--- src/rtl/beep_gameover_seq.sv ---
// rtl/beep_gameover_seq.sv - game-over jingle sequencer: 8-note descending square-wave tune
module beep_gameover_seq #(
    parameter int TONE_UNIT   = 5000,
    parameter int NOTE_CYCLES = 15_000_000,
    parameter int GAP_CYCLES  = 2_000_000
) (
    input  logic       clk,
    input  logic       rst_n,
    input  logic [1:0] gamemode,
    input  logic       mute,
    output logic       beep,
    output logic       busy,
    output logic [2:0] note_idx,
    output logic       done
);

    localparam int DMAX = (NOTE_CYCLES > GAP_CYCLES) ? NOTE_CYCLES : GAP_CYCLES;
    localparam int DW   = (DMAX > 1) ? $clog2(DMAX) : 1;
    localparam int TW   = $clog2(19 * TONE_UNIT);

    typedef enum logic [1:0] {IDLE, PLAY, GAP, DONE} state_t;

    state_t        state_q, state_d;
    logic [1:0]    gm_q, gm_d;
    logic [2:0]    note_idx_q, note_idx_d;
    logic [DW-1:0] dcnt_q, dcnt_d;
    logic [TW-1:0] tcnt_q, tcnt_d;
    logic          ph_q, ph_d;
    logic          beep_q, beep_d;
    logic          busy_q, busy_d;
    logic          done_q, done_d;

    logic          in_over;
    logic          start;
    logic [TW-1:0] h_last;

    // Last tone-counter value of the current note's half-period.
    always_comb begin
        h_last = TW'(10 * TONE_UNIT - 1);
        case (note_idx_q)
            3'd0:    h_last = TW'(10 * TONE_UNIT - 1);
            3'd1:    h_last = TW'(11 * TONE_UNIT - 1);
            3'd2:    h_last = TW'(12 * TONE_UNIT - 1);
            3'd3:    h_last = TW'(13 * TONE_UNIT - 1);
            3'd4:    h_last = TW'(14 * TONE_UNIT - 1);
            3'd5:    h_last = TW'(15 * TONE_UNIT - 1);
            3'd6:    h_last = TW'(17 * TONE_UNIT - 1);
            default: h_last = TW'(19 * TONE_UNIT - 1);
        endcase
    end

    always_comb begin
        state_d    = state_q;
        gm_d       = gamemode;
        note_idx_d = note_idx_q;
        dcnt_d     = dcnt_q;
        tcnt_d     = tcnt_q;
        ph_d       = ph_q;
        done_d     = 1'b0;
        in_over    = (gamemode == 2'b11);
        start      = in_over && (gm_q != 2'b11);

        case (state_q)
            IDLE: begin
                if (start) begin
                    state_d    = PLAY;
                    note_idx_d = 3'd0;
                    dcnt_d     = '0;
                    tcnt_d     = '0;
                    ph_d       = 1'b1;
                end
            end
            PLAY: begin
                if (tcnt_q == h_last) begin
                    tcnt_d = '0;
                    ph_d   = ~ph_q;
                end else begin
                    tcnt_d = tcnt_q + 1'b1;
                end
                if (dcnt_q == DW'(NOTE_CYCLES - 1)) begin
                    state_d = GAP;
                    dcnt_d  = '0;
                    ph_d    = 1'b0;
                end else begin
                    dcnt_d = dcnt_q + 1'b1;
                end
            end
            GAP: begin
                ph_d = 1'b0;
                if (dcnt_q == DW'(GAP_CYCLES - 1)) begin
                    dcnt_d = '0;
                    if (note_idx_q != 3'd7) begin
                        state_d    = PLAY;
                        note_idx_d = note_idx_q + 3'd1;
                        tcnt_d     = '0;
                        ph_d       = 1'b1;
                    end else begin
                        state_d = DONE;
                        done_d  = 1'b1;
                    end
                end else begin
                    dcnt_d = dcnt_q + 1'b1;
                end
            end
            default: ;
        endcase

        // Leaving game-over overrides everything, including the final done pulse.
        if (state_q != IDLE && !in_over) begin
            state_d    = IDLE;
            note_idx_d = 3'd0;
            dcnt_d     = '0;
            tcnt_d     = '0;
            ph_d       = 1'b0;
            done_d     = 1'b0;
        end

        beep_d = (state_d == PLAY) && ph_d && !mute;
        busy_d = (state_d == PLAY) || (state_d == GAP);
    end

    always_ff @(posedge clk or negedge rst_n) begin
        if (!rst_n) begin
            state_q    <= IDLE;
            gm_q       <= 2'b00;
            note_idx_q <= 3'd0;
            dcnt_q     <= '0;
            tcnt_q     <= '0;
            ph_q       <= 1'b0;
            beep_q     <= 1'b0;
            busy_q     <= 1'b0;
            done_q     <= 1'b0;
        end else begin
            state_q    <= state_d;
            gm_q       <= gm_d;
            note_idx_q <= note_idx_d;
            dcnt_q     <= dcnt_d;
            tcnt_q     <= tcnt_d;
            ph_q       <= ph_d;
            beep_q     <= beep_d;
            busy_q     <= busy_d;
            done_q     <= done_d;
        end
    end

    assign beep     = beep_q;
    assign busy     = busy_q;
    assign note_idx = note_idx_q;
    assign done     = done_q;

endmodule

--- config.mk ---
export PLATFORM = sky130hd
export DESIGN_NAME = beep_gameover_seq
export DESIGN_NICKNAME = d
export VERILOG_FILES = /design/src/rtl/beep_gameover_seq.sv
export SDC_FILE = /design/constraint.sdc
export NUM_CORES = 1
export LEC_CHECK = 0
export BUFFER_PORTS_ARGS = -buffer_cell sky130_fd_sc_hd__buf_2
export CAP_MARGIN = 20
export CORE_MARGIN = 1
export CORE_UTILIZATION = 55
export DETAILED_ROUTE_END_ITERATION = 10
export HOLD_SLACK_MARGIN = 0.15
export PLACE_DENSITY = 0.72
export RECOVER_POWER = 100
export SLEW_MARGIN = 10
export SYNTH_ARGS = -nofsm -noshare
export SYNTH_HDL_FRONTEND = slang
export SYNTH_SLANG_ARGS = --single-unit
--- constraint.sdc ---
create_clock -name clk -period 4.04 [get_ports clk]
set_input_delay 0.202 -clock clk [delete_from_list [all_inputs] [get_ports clk]]
set_output_delay 0.202 -clock clk [all_outputs]
set_load 0.005 [all_outputs]
# ---- Yosys cells after proc, flatten, opt, wreduce, memory -nomap -nowiden
# Cells that the tools add are included.
dict set report classes {
  addsub 3
  n_mux 34
  n_eq_ne 19
  n_bitwise 1
  n_reduce_logical 15
}
# operator n
set op_table {}
lappend op_table {{$pmux 17 s7} 1}
lappend op_table {{$mux 24} 4}
lappend op_table {{$mux 17} 5}
lappend op_table {{$pmux 24 s3} 1}
lappend op_table {{$pmux 17 s3} 1}
lappend op_table {{$add 24x1->24 const B} 1}
lappend op_table {{$eq 24x21->1 const B} 1}
lappend op_table {{$eq 24x24->1 const B} 1}
lappend op_table {{$add 17x1->17 const B} 1}
lappend op_table {{$eq 17x17->1} 1}
lappend op_table {{$mux 3} 4}
lappend op_table {{$ne 3x3->1 const B} 4}
lappend op_table {{$mux 1} 10}
lappend op_table {{$mux 2} 5}
lappend op_table {{$eq 3x3->1 const B} 3}
lappend op_table {{$reduce_and 4->1} 2}
lappend op_table {{$eq 2x2->1 const B} 3}
lappend op_table {{$eq 3x2->1 const B} 2}
lappend op_table {{$pmux 2 s3} 1}
lappend op_table {{$pmux 3 s2} 1}
lappend op_table {{$eq 2x1->1 const B} 2}
lappend op_table {{$logic_and 1x1->1} 4}
lappend op_table {{$reduce_bool 4->1} 1}
lappend op_table {{$add 3x1->3 const B} 1}
lappend op_table {{other kinds (11)} 12}
dict set report word_totals {
  regBits 52
  out_inout_bits 6
  input_bits 5
}

# ---- Longest topological paths before layout
# Gate-level depths: netlist (run 1).
dict set report logic_depth {
  ltp_word 9
  ltp_mapped 12
}

# ---- Worst setup path before layout (run 1)
# No wires, ideal clock.
dict set report synth_path {
  path_type {reg-to-reg}
  from {register note_idx_q[2] (netlist: note_idx[2])}
  to {register tcnt_q[16]}
  n_path_buf 2
  arrival_ns 2.539
  required_ns 3.907
  slack_ns 1.369
  stages_incl_launch_ff 12
  setup_ns 0.133
  path_cell_list {dfrtp_1 > buf_2 > inv_1 > ha_1 > nor3_1 > or4_1 > a222oi_1 > and4_4 > a21oi_4 > buf_2 > a31oi_1 > o31ai_1}
}
dict set report synth_via {
  elab_chain_len 6
}
# element line_no
set synth_lines {}
lappend synth_lines {{from (decl)} 25} ;# logic [2:0] note_idx_q, note_idx_d;
lappend synth_lines {{from (signal assigned)} 136} ;# note_idx_q <= note_idx_d;
lappend synth_lines {{$eq 3x3->1, or another cell as far along} 40} ;# case (note_idx_q)
lappend synth_lines {{$pmux 17 s7} 40}
lappend synth_lines {{$eq 17x17->1} 74} ;# if (tcnt_q == h_last) begin
lappend synth_lines {{$mux 17} 74}
lappend synth_lines {{$pmux 17 s3} 63} ;# case (state_q)
lappend synth_lines {{$mux 17} 109} ;# if (state_q != IDLE && !in_over) begin
lappend synth_lines {{to (signal assigned)} 138} ;# tcnt_q <= tcnt_d;
lappend synth_lines {{to (decl)} 27} ;# logic [TW-1:0] tcnt_q, tcnt_d;
# Several ways; a longest one is shown, not always the timed one.
# A chain may end at the register's enable or synchronous reset.

# ---- Worst setup path after layout (run 1)
dict set report layout_path {
  from {register note_idx_q[2] (netlist: note_idx[2])}
  to {register tcnt_q[14]}
}
# Same word-level chain as after synthesis.

==> results.md, run 1 <==
* Setup-failing EPs final at 0
* Number of I/O pins at 11
* Multiplexer share of the synthesized area at 1.15%
* Pleak at 1.49 nW
* Crit Path Category: reg -> reg
* Syn-to-layout area delta at 5.40%
* Vias in the first global route at 2742
* Cell with the most instances after synthesis: dfrtp_1
* Worst path required time at 4240 ps
* Failing checks: max-capacitance violations, max-slew violations
* Fin crit share at 88.3%
* CP bufs+invs at 1
* Worst Path Arrival at 3760 ps
* Final instance count without filler cells at 485
* Global-route wire length before repair at 13200 um
* Crit-path cells: inv_1, ha_1, or3b_2, o221ai_1, nor2_1, and4_4, a21oi_4, nand2_1, o311ai_1
* Simple-gate portion of the synthesized area at 28.0%
* Rows at 28
* Clock skew at 11.8 ps
* Clk root buf: clkbuf_8
* Area of the core at 5990 um^2
* Placement Cell Area at 3530 um^2
* WL per Instance at 16.5 um
* Adder-cell share of the synthesized area at 4.68%
* Vias/cell at 6.25
* Pwr dens at 365 nW/um^2
* Dpl ws at 748 ps
* Detail Route Antenna Nets at 0
* Synth Cell Area at 3470 um^2
* Post-synth cell types at 62
* Worst Setup End Kind: flip-flop
* Drt first-iter violations at 195
* Post-route setup TNS at 0 ps
* Slew headroom at -23.7%
* Initial antenna violation count at 0
* Post-synthesis xor/xnor area fraction at 3.53%
* Largest net degree at the start of global routing at 35
* Grt total ovfl at 0
* Yosys top cell area share at 37.5%
* Pre-antenna DRT Iters at 5
* Worst slew pin tran at 1860 ps
* Largest family of logic cells by synthesized area: simple AND/OR/NAND/NOR gates
* Final worst path period need at 3570 ps
* Worst Hold Class: in -> reg
* Clk_lat worst skew at 310 ps
* Overall Global Routing Usage at 25.9%
* Synth top cells by count: dfrtp_1, nand2_1, nand3_1, o21ai_0, nor2_1
* Sequential cell area at 1300 um^2
* Gpl congestion at 0.867
* # DRC at 0
* Crit-path max cell delay at 650 ps
* Pins over their slew limit at 35
* # placed instances at 475
* Register area share after synthesis at 37.5%
* Slowest cell on the critical path: dfrtp_1
* Mapped Cells at 408
* Worst Setup Start Kind: flip-flop
* Leading cell types by total area after synthesis: dfrtp_1, ha_1, nand3_1
* CTS tree: yes
* Max frequency at 280 MHz
* Final instance area at 3660 um^2
* Detailed Place HPWL at 5650 um
* CP max FO at 16
* Worst-case vdd ir drop at 234 uV
* Die Y at 81.5 um
* Yosys reg bits at 52
* Post-CTS Resized at 0
* RSZ-0062 raised after global routing: false
* Clk sinks at 52
* MaxCap Viol Count at 1
* Share of cells above drive strength 1 at 5.37%
* Syn nets at 426
* Post-synth EDFFs at 0
* Die Area at 6640 um^2
* IO Port Bufs at 10
* Yosys warns at 0
* Cts bufs inserted at 5
* Via count at 3031
* Main synth FF type: dfrtp_1
* Async S/R FF share, synth at 100%
* Fin worst setup slack at 474 ps
* Final Hold Fails at 0
* # H-tree levels at 2
* Ant. Diodes at 0
* Nets at 428
* Worst-path clk slew at 100 ps
* CTS Buffer Depth at 2
* Die W at 81.5 um
* Multi-input gate area at 1970 um^2
* Initial core utilization at 58.0%
* Status: finished with violations
* Crit-path leading delay family: simple AND/OR/NAND/NOR gates
* Compound-cell area share of the yosys netlist at 20.0%
* Routed wire length at 7990 um
* Cell taking the most area after synthesis: dfrtp_1
* Filler cells at 528
* Synth Area per Inst at 8.51 um^2
-- final timing paths --
kind | depth (start not counted) | endpoint | startpoint | slack (ps)
worst max register to register | 9 | tcnt_q[14] | note_idx[2] | 470
worst min register to register | 2 | tcnt_q[1] | tcnt_q[1] | 510
min in group asynchronous | 2 | note_idx[2] | rst_n | 660
max in group asynchronous | 3 | tcnt_q[10] | rst_n | 1090
worst min-delay path | 2 | beep | mute | 170
worst max-delay path | 9 | tcnt_q[14] | note_idx[2] | 470
-- placed cells by master, fill, tap and decap left out, drive strengths merged, types with 5 or more instances in the layout --
cell    instances
a21oi          16
nand3          28
nand2b          8
o22ai           8
ha             13
nor2b          12
a31oi           9
and4            5
nor3           17
o31ai          16
or3             7
nand4           9
and3            6
buf             5
nand2          38
dfrtp          52
and2            7
clkbuf         12
inv            22
xnor2           5
nor2           24
xor2            9
o21ai          25
-- layout make-up --
class | instances | area share (%)
multi-input cells | 314 | 53.8
clock buffers | 5 | 1.88
well taps | 75 | 2.56
flip-flops and latches | 52 | 35.5
repair buffers | 15 | 2.29
inverters | 22 | 2.26
clock inverters | 2 | 1.64
-- routing by layer --
layer / vias to the layer above / part of all wire [%] / track usage [%] / wire length, um
met3: 12 / 2.9 / 3.78 / 235
met5: - / 0 / 0 / 0
met1: 1450 / 46 / 33.6 / 3650
li1: 1499 / - / - / -
met4: 0 / 2.3 / 8.93 / 182
met2: 70 / 49 / 43.8 / 3920
-- through the flow --
| step | util [%] | hold WS [ps] | total power [mW] |
|---|---|---|---|
| 2_1_floorplan | - | -93.6 | 0.848 |
| 6_report | 61.1 | 175 | 1.34 |
| 4_1_cts | 61.7 | 172 | 1.35 |
| 3_3_place_gp | 59.0 | 190 | 0.923 |
| 3_5_place_dp | 59.0 | 196 | 0.928 |
| 5_1_grt | 61.1 | 180 | 1.40 |
-- flip-flops by register name, summed over array words and instances, names as in the netlist --
name / count
note_idx: 3
beep: 1
gm_q: 2
ph_q: 1
done: 1
busy: 1
tcnt_q: 17
dcnt_q: 24
state_q: 2
-- cells by family after synthesis --
family	Yosys count
fa+ha+maj	13
simple gates	178
buf+inv	42
compound gates	105
xor+xnor	14
flops	52
mux	4
-- power by group --
group	switching (mW)	internal (mW)	leakage [nW]	total, mW
Clock	0.173	0.244	0.0642	0.417
Combinational	0.248	0.103	0.703	0.351
Sequential	0.0225	0.545	0.718	0.568
Total	0.444	0.892	1.49	1.34
-- repair_timing --
item | CTS | global route
hold buffers | 3 | 0
buffers inserted | 0 | 0
endpoints found under the hold margin | 20 | 0
(Power assumes the default switching activity.)
==> run 2, diff against run 1 <==
--- a/config.mk
+++ b/config.mk
@@ -11,8 +11,7 @@
 export CORE_UTILIZATION = 55
 export DETAILED_ROUTE_END_ITERATION = 10
 export HOLD_SLACK_MARGIN = 0.15
-export PLACE_DENSITY = 0.72
-export RECOVER_POWER = 100
+export PLACE_DENSITY = 0.75
 export SLEW_MARGIN = 10
 export SYNTH_ARGS = -nofsm -noshare
 export SYNTH_HDL_FRONTEND = slang
==> constraint.sdc (replaced) <==
create_clock -name clk -period 3.15 [get_ports clk]
set_input_delay 0.1575 -clock clk [delete_from_list [all_inputs] [get_ports clk]]
set_output_delay 0.1575 -clock clk [all_outputs]
set_load 0.005 [all_outputs]
==> run 2 against run 1 <==
The run now ends clean. Core utilization up 0.98 points. First-iteration DRC count shrank 7.7%. Power increased by 18%. Clock power fell by 13%. Hold slack improved by 310 ps. Critical path depth rose by 1. Global-route usage shrank 0.14 points. Sequential share of layout area is 0.56 points lower. Clock-buffer cell count rose by 1. Critical path type unchanged.
==> results.md, run 2 (synthesized netlist as in run 1, its figures left out) <==
* Status: completed (was finished with violations)
* Final Hold Fails at 0 (unchanged)
* Setup repair bufs after CTS at 0 (unchanged)
* Overall Global Routing Usage at 25.7% (was 25.9%)
* Fin Hold WS at 484 ps (was 175 ps)
* Nets at 438 (was 428)
* CP max FO at 13 (was 16)
* Clk sinks at 52 (unchanged)
* Drt first-iter violations at 180 (was 195)
* Pins over their slew limit at 0 (was 35)
* Most frequent cells in the layout: dfrtp_1, nand2_1, nand3_1 (unchanged)
* Worst path required time at 3340 ps (was 4240 ps)
* Pre-antenna DRT Iters at 5 (unchanged)
* Ant. Diodes at 0 (unchanged)
* Grt total ovfl at 0 (unchanged)
* Clk root buf: clkbuf_8 (unchanged)
* Crit Path Category: reg -> reg (unchanged)
* CTS tree: yes (unchanged)
* RSZ-0062 raised after global routing: false (unchanged)
* Clock skew at 9.88 ps (was 11.8 ps)
* Pleak at 1.54 nW (was 1.49 nW)
* # DRC at 0 (unchanged)
* Cts bufs inserted at 5 (unchanged)
* Setup-failing EPs final at 0 (unchanged)
* Die Y at 81.5 um (unchanged)
* Final worst path period need at 2910 ps (was 3570 ps)
* Slew headroom at 43.4% (was -23.7%)
* Filler cells at 516 (was 528)
* Max reg flops at 24 (unchanged)
* Crit-path cells: ha_1, ha_1, nor3_1, or4_1, a222oi_1, and4_4, a21oi_4, buf_4, a31oi_1, o31ai_1 (was inv_1, ha_1, or3b_2, o221ai_1, nor2_1, and4_4, a21oi_4, nand2_1, o311ai_1)
* Detailed Place HPWL at 5660 um (was 5650 um)
* MaxCap Viol Count at 0 (was 1)
* Crit-path leading delay family: simple AND/OR/NAND/NOR gates (unchanged)
* Area of the core at 5990 um^2 (unchanged)
* Worst Hold Class: in -> async (was in -> reg)
* IO Port Bufs at 10 (unchanged)
* Number of I/O pins at 11 (unchanged)
* Clk_lat worst skew at 310 ps (about the same)
* Syn-to-layout area delta at 7.10% (was 5.40%)
* Sequential cell area at 1300 um^2 (unchanged)
* Reg with most FFs: dcnt_q (unchanged)
* CTS Hold Bufs at 4 (was 3)
* Die W at 81.5 um (unchanged)
* Fin crit share at 92.3% (was 88.3%)
* Share of cells above drive strength 1 at 9.76% (was 5.37%)
* Crit-path max cell delay at 500 ps (was 650 ps)
* Multi-input gate area at 1990 um^2 (was 1970 um^2)
* Largest net degree at the start of global routing at 39 (was 35)
* Gpl congestion at 0.905 (was 0.867)
* Vias/cell at 6.06 (was 6.25)
* Initial antenna violation count at 0 (unchanged)
* Global-route wire length before repair at 13100 um (was 13200 um)
* Routed wire length at 7640 um (was 7990 um)
* Worst Setup End Kind: flip-flop (unchanged)
* Final core utilization at 62.1% (was 61.1%)
* Total chip power at 1.57 mW (was 1.34 mW)
* CTS Buffer Depth at 2 (unchanged)
* Max frequency at 344 MHz (was 280 MHz)
* Post-route setup TNS at 0 ps (unchanged)
* Worst slew pin tran at 849 ps (was 1860 ps)
* Vias in the first global route at 2748 (was 2742)
* Pwr dens at 423 nW/um^2 (was 365 nW/um^2)
* Slowest cell on the critical path: or4_1 (was dfrtp_1)
* CP bufs+invs at 1 (unchanged)
* Initial core utilization at 58.0% (unchanged)
* Detail Route Antenna Nets at 0 (unchanged)
* Worst Path Arrival at 3100 ps (was 3760 ps)
* Via count at 3002 (was 3031)
* WL per Instance at 15.4 um (was 16.5 um)
* Post-CTS Resized at 0 (unchanged)
* Worst-case vdd ir drop at 260 uV (was 234 uV)
* Most common cell after layout, fill and taps aside: dfrtp_1 (unchanged)
* CP dominant cell by count: ha_1
* Die Area at 6640 um^2 (unchanged)
* Rows at 28 (unchanged)
* Worst Setup Start Kind: flip-flop (unchanged)
* # H-tree levels at 2 (unchanged)
* Worst-path clk slew at 90 ps (was 100 ps)
[run 2: cell types whose count changed in the layout (fill, tap and decap cells not counted), moves of 2 or more]
cell | previous run | this run
buf_2 | 4 | 10
clkbuf_1 | 7 | 1
buf_4 | 1 | 11
bufinv_16 | 2 | 0
[run 2: metrics by stage]
step / std cells / worst slack [ps] / cell area, um^2
6_report: 495 / 242 / 3720
5_1_grt: 495 / 3.94 / 3720
3_3_place_gp: 484 / 330 / 3600
4_1_cts: 495 / 250 / 3720
3_5_place_dp: 484 / 265 / 3600
2_1_floorplan: 408 / 479 / 3470
[run 2: area by class of cell]
| cell class | count | share of cell area, % |
|---|---|---|
| Sequential cell | 52 | 35.0 |
| Clock buffer | 6 | 1.95 |
| Multi-Input combinational cell | 314 | 53.5 |
| Inverter | 22 | 2.22 |
| Timing Repair Buffer | 25 | 4.64 |
| Clock inverter | 1 | 0.135 |
| Tap cell | 75 | 2.52 |
[run 2: path summary, 6_finish.rpt]
path / start / endpoint / slack, ps / depth (start not counted)
worst max-delay path: note_idx[1] / tcnt_q[16] / 240 / 10
worst min-delay path: rst_n / tcnt_q[13] / 480 / 2
worst max register to register: note_idx[1] / tcnt_q[16] / 240 / 10
worst min register to register: tcnt_q[1] / tcnt_q[1] / 520 / 2
max in group asynchronous: rst_n / gm_q[1] / 1950 / 3
min in group clk: tcnt_q[1] / tcnt_q[1] / 520 / 2
[run 2: power breakdown]
group | total, mW | switching (mW) | leakage [nW] | internal, mW
registers | 0.727 | 0.0278 | 0.718 | 0.700
clock network | 0.364 | 0.212 | 0.0410 | 0.152
logic | 0.481 | 0.320 | 0.783 | 0.161
total | 1.57 | 0.560 | 1.54 | 1.01
[run 2: layer usage]
layer	part of all wire [%]	global-route usage (%)	wire length, um
met1	46	33.6	3480
met2	49	44.2	3750
met3	3.4	3.78	256
met4	2.0	7.14	150
met5	0	0	0
==> run 3, diff against run 2 <==
==> constraint.sdc (replaced) <==
create_clock -name clk -period 3.15 [get_ports clk]
set_input_delay 0 -clock clk [delete_from_list [all_inputs] [get_ports clk]]
set_output_delay 0 -clock clk [all_outputs]
set_load 0.05 [all_outputs]
==> run 3 against run 2 <==
Sequential share of layout area hardly changed. Core utilization hardly changed. Clock skew is 2.0 ps higher. Clock-buffer cell count stayed put. Hold slack worse by 290 ps. Highest routed layer unchanged. Largest power group unchanged. Via count is 1.1% higher. Non-clock buffer count stayed put. Power is 1.9% higher. Flip-flop and latch count stayed put. Global-route usage is 0.23 points lower. Sequential power hardly changed.
==> results.md, run 3 (synthesized netlist as in run 1, its figures left out) <==
* CP bufs+invs at 1 (unchanged)
* Reg2reg end: tcnt_q[8] (was tcnt_q[16])
* # H-tree levels at 2 (unchanged)
* Vias/cell at 6.13 (was 6.06)
* CP Depth at 9 (was 10)
* Reg with most FFs: dcnt_q (unchanged)
* Crit-path cells: inv_1, ha_1, or3_1, o22ai_1, xor2_1, and4_1, a21oi_4, nand2_2, o311ai_1 (was ha_1, ha_1, nor3_1, or4_1, a222oi_1, and4_4, a21oi_4, buf_4, a31oi_1, o31ai_1)
* Crit-path leading delay family: simple AND/OR/NAND/NOR gates (unchanged)
* CTS Buffer Depth at 2 (unchanged)
* Cell internal pwr at 1.01 mW (about the same)
* Clock skew at 11.8 ps (was 9.88 ps)
* # DRC at 0 (unchanged)
* Pwr dens at 430 nW/um^2 (was 423 nW/um^2)
* Combinational power share at 31.7% (was 30.6%)
* Ant. Diodes at 0 (unchanged)
* Max reg flops at 24 (unchanged)
* Die Y at 81.5 um (unchanged)
* CP max FO at 15 (was 13)
* Most common cell after layout, fill and taps aside: dfrtp_1 (unchanged)
* Number of I/O pins at 11 (unchanged)
* RSZ-0062 raised after global routing: false (unchanged)
* Cts bufs inserted at 5 (unchanged)
* Initial antenna violation count at 0 (unchanged)
* Via count at 3035 (was 3002)
* Worst Hold Class: in -> async (unchanged)
* Worst Path Arrival at 3060 ps (was 3100 ps)
* # placed instances at 484 (unchanged)
* Setup-failing EPs final at 0 (unchanged)
* Fin crit share at 90.3% (was 92.3%)
* Clk_lat worst skew at 310 ps (about the same)
* Pleak at 1.54 nW (about the same)
* Rows at 28 (unchanged)
* Worst Reg2Reg Path Length in Cells at 9 (was 10)
* Routed wire length at 7910 um (was 7640 um)
* Worst path required time at 3370 ps (was 3340 ps)
* Worst Setup Start Kind: flip-flop (unchanged)
* Part of the power in registers at 45.4% (was 46.3%)
* Grt total ovfl at 0 (unchanged)
* Vias in the first global route at 2824 (was 2748)
* Slew headroom at 64.2% (was 43.4%)
* Psw at 0.589 mW (was 0.560 mW)
* Nets at 438 (unchanged)
* Pins over their slew limit at 0 (unchanged)
* Syn-to-layout area delta at 7.17% (was 7.10%)
* Worst-path clk slew at 90 ps (about the same)
* Global-route wire length before repair at 13100 um (about the same)
* Detail Route Antenna Nets at 0 (unchanged)
* Fin Hold WS at 192 ps (was 484 ps)
* Most frequent cells in the layout: dfrtp_1, nand2_1, nand3_1 (unchanged)
* Die W at 81.5 um (unchanged)
* Share of cells above drive strength 1 at 10.0% (was 9.76%)
* Final instance count without filler cells at 495 (unchanged)
* WL per Instance at 16.0 um (was 15.4 um)
* CTS tree: yes (unchanged)
* Worst-case vdd ir drop at 312 uV (was 260 uV)
* Pre-antenna DRT Iters at 4 (was 5)
* End of the critical path: tcnt_q[8] (was tcnt_q[16])
* Crit-path max cell delay at 510 ps (was 500 ps)
* Largest net degree at the start of global routing at 29 (was 39)
* Post-route setup TNS at 0 ps (unchanged)
* Crit Path Category: reg -> reg (unchanged)
* Area of the core at 5990 um^2 (unchanged)
* Slowest cell on the critical path: or3_1 (was or4_1)
* Die Area at 6640 um^2 (unchanged)
* Worst slew pin tran at 533 ps (was 849 ps)
* Max frequency at 352 MHz (was 344 MHz)
* Overall Global Routing Usage at 25.5% (was 25.7%)
* Clk root buf: clkbuf_8 (unchanged)
* Initial core utilization at 58.0% (unchanged)
* Clk sinks at 52 (unchanged)
* Gpl congestion at 0.910 (was 0.905)
* Final Hold Fails at 0 (unchanged)
* Worst Setup SP: note_idx[0] (was note_idx[1])
* Status: completed (unchanged)
* Drt first-iter violations at 148 (was 180)
* Clk pwr share at 22.9% (was 23.1%)
* Worst Setup End Kind: flip-flop (unchanged)
* Final worst path period need at 2840 ps (was 2910 ps)
* MaxCap Viol Count at 0 (unchanged)
* R2R Path Start: note_idx[0] (was note_idx[1])
* IO Port Bufs at 10 (unchanged)
* Flop2flop setup slack at 310 ps (was 240 ps)
* Detailed Place HPWL at 5890 um (was 5660 um)
* Switching part of the total at 36.7% (was 35.6%)
-- run 3: cell counts in the layout (fill, tap and decap cells not counted) --
Identical to the previous run, type by type.
-- run 3: cell type report --
| type | instances | area (um^2) |
|---|---|---|
| clock buffer | 6 | 72.6 |
| clock inverter | 1 | 5.00 |
| fill | 538 | 2270 |
| inverter | 22 | 82.6 |
| multi-input combinational | 314 | 1990 |
| sequential | 52 | 1300 |
| tap | 75 | 93.8 |
| timing repair buffer | 25 | 173 |
-- run 3: worst min-delay path by stage --
stage | start | endpoint | depth (start not counted) | slack [ps]
floorplan | rst_n | beep | 0 | -300
global placement | rst_n | tcnt_q[11] | 1 | 10
detailed placement | rst_n | tcnt_q[11] | 1 | 20
CTS | rst_n | tcnt_q[11] | 2 | 210
global route | rst_n | tcnt_q[11] | 2 | 290
finish | rst_n | tcnt_q[11] | 2 | 190
-- run 3: per-layer routing --
layer | share of wire [%] | vias to the layer above | global-route usage (%)
li1 | - | 1513 | -
met1 | 45 | 1453 | 31.7
met2 | 50 | 53 | 45.3
met3 | 3.0 | 16 | 4.11
met4 | 1.9 | 0 | 7.32
met5 | 0 | - | 0
-- run 3: timing repair --
action                                  CTS  global route
gates resized for setup                   0             1
hold buffers                              4             0
setup buffers                             0             0
endpoints found under the setup margin    0             2
endpoints found under the hold margin    29             0
-- run 3: power by group through the flow --
stage          sequential [mW]  clock, mW  combinational (mW)
3_5_place_dp             0.741          0               0.500
4_1_cts                  0.728      0.378               0.504
5_1_grt                  0.734      0.398               0.565
3_3_place_gp             0.740          0               0.490
2_1_floorplan            0.757          0               0.352
6_report                 0.728      0.366               0.508
-- run 3: per-stage QoR --
step	utilization, %	setup slack [ps]	total power [mW]	cell area (um^2)
3_3_place_gp	60.1	321	1.23	3600
6_report	62.1	306	1.60	3720
5_1_grt	62.1	66.1	1.70	3720
3_5_place_dp	60.1	246	1.24	3600
2_1_floorplan	-	170	1.11	3470
4_1_cts	62.1	235	1.61	3720
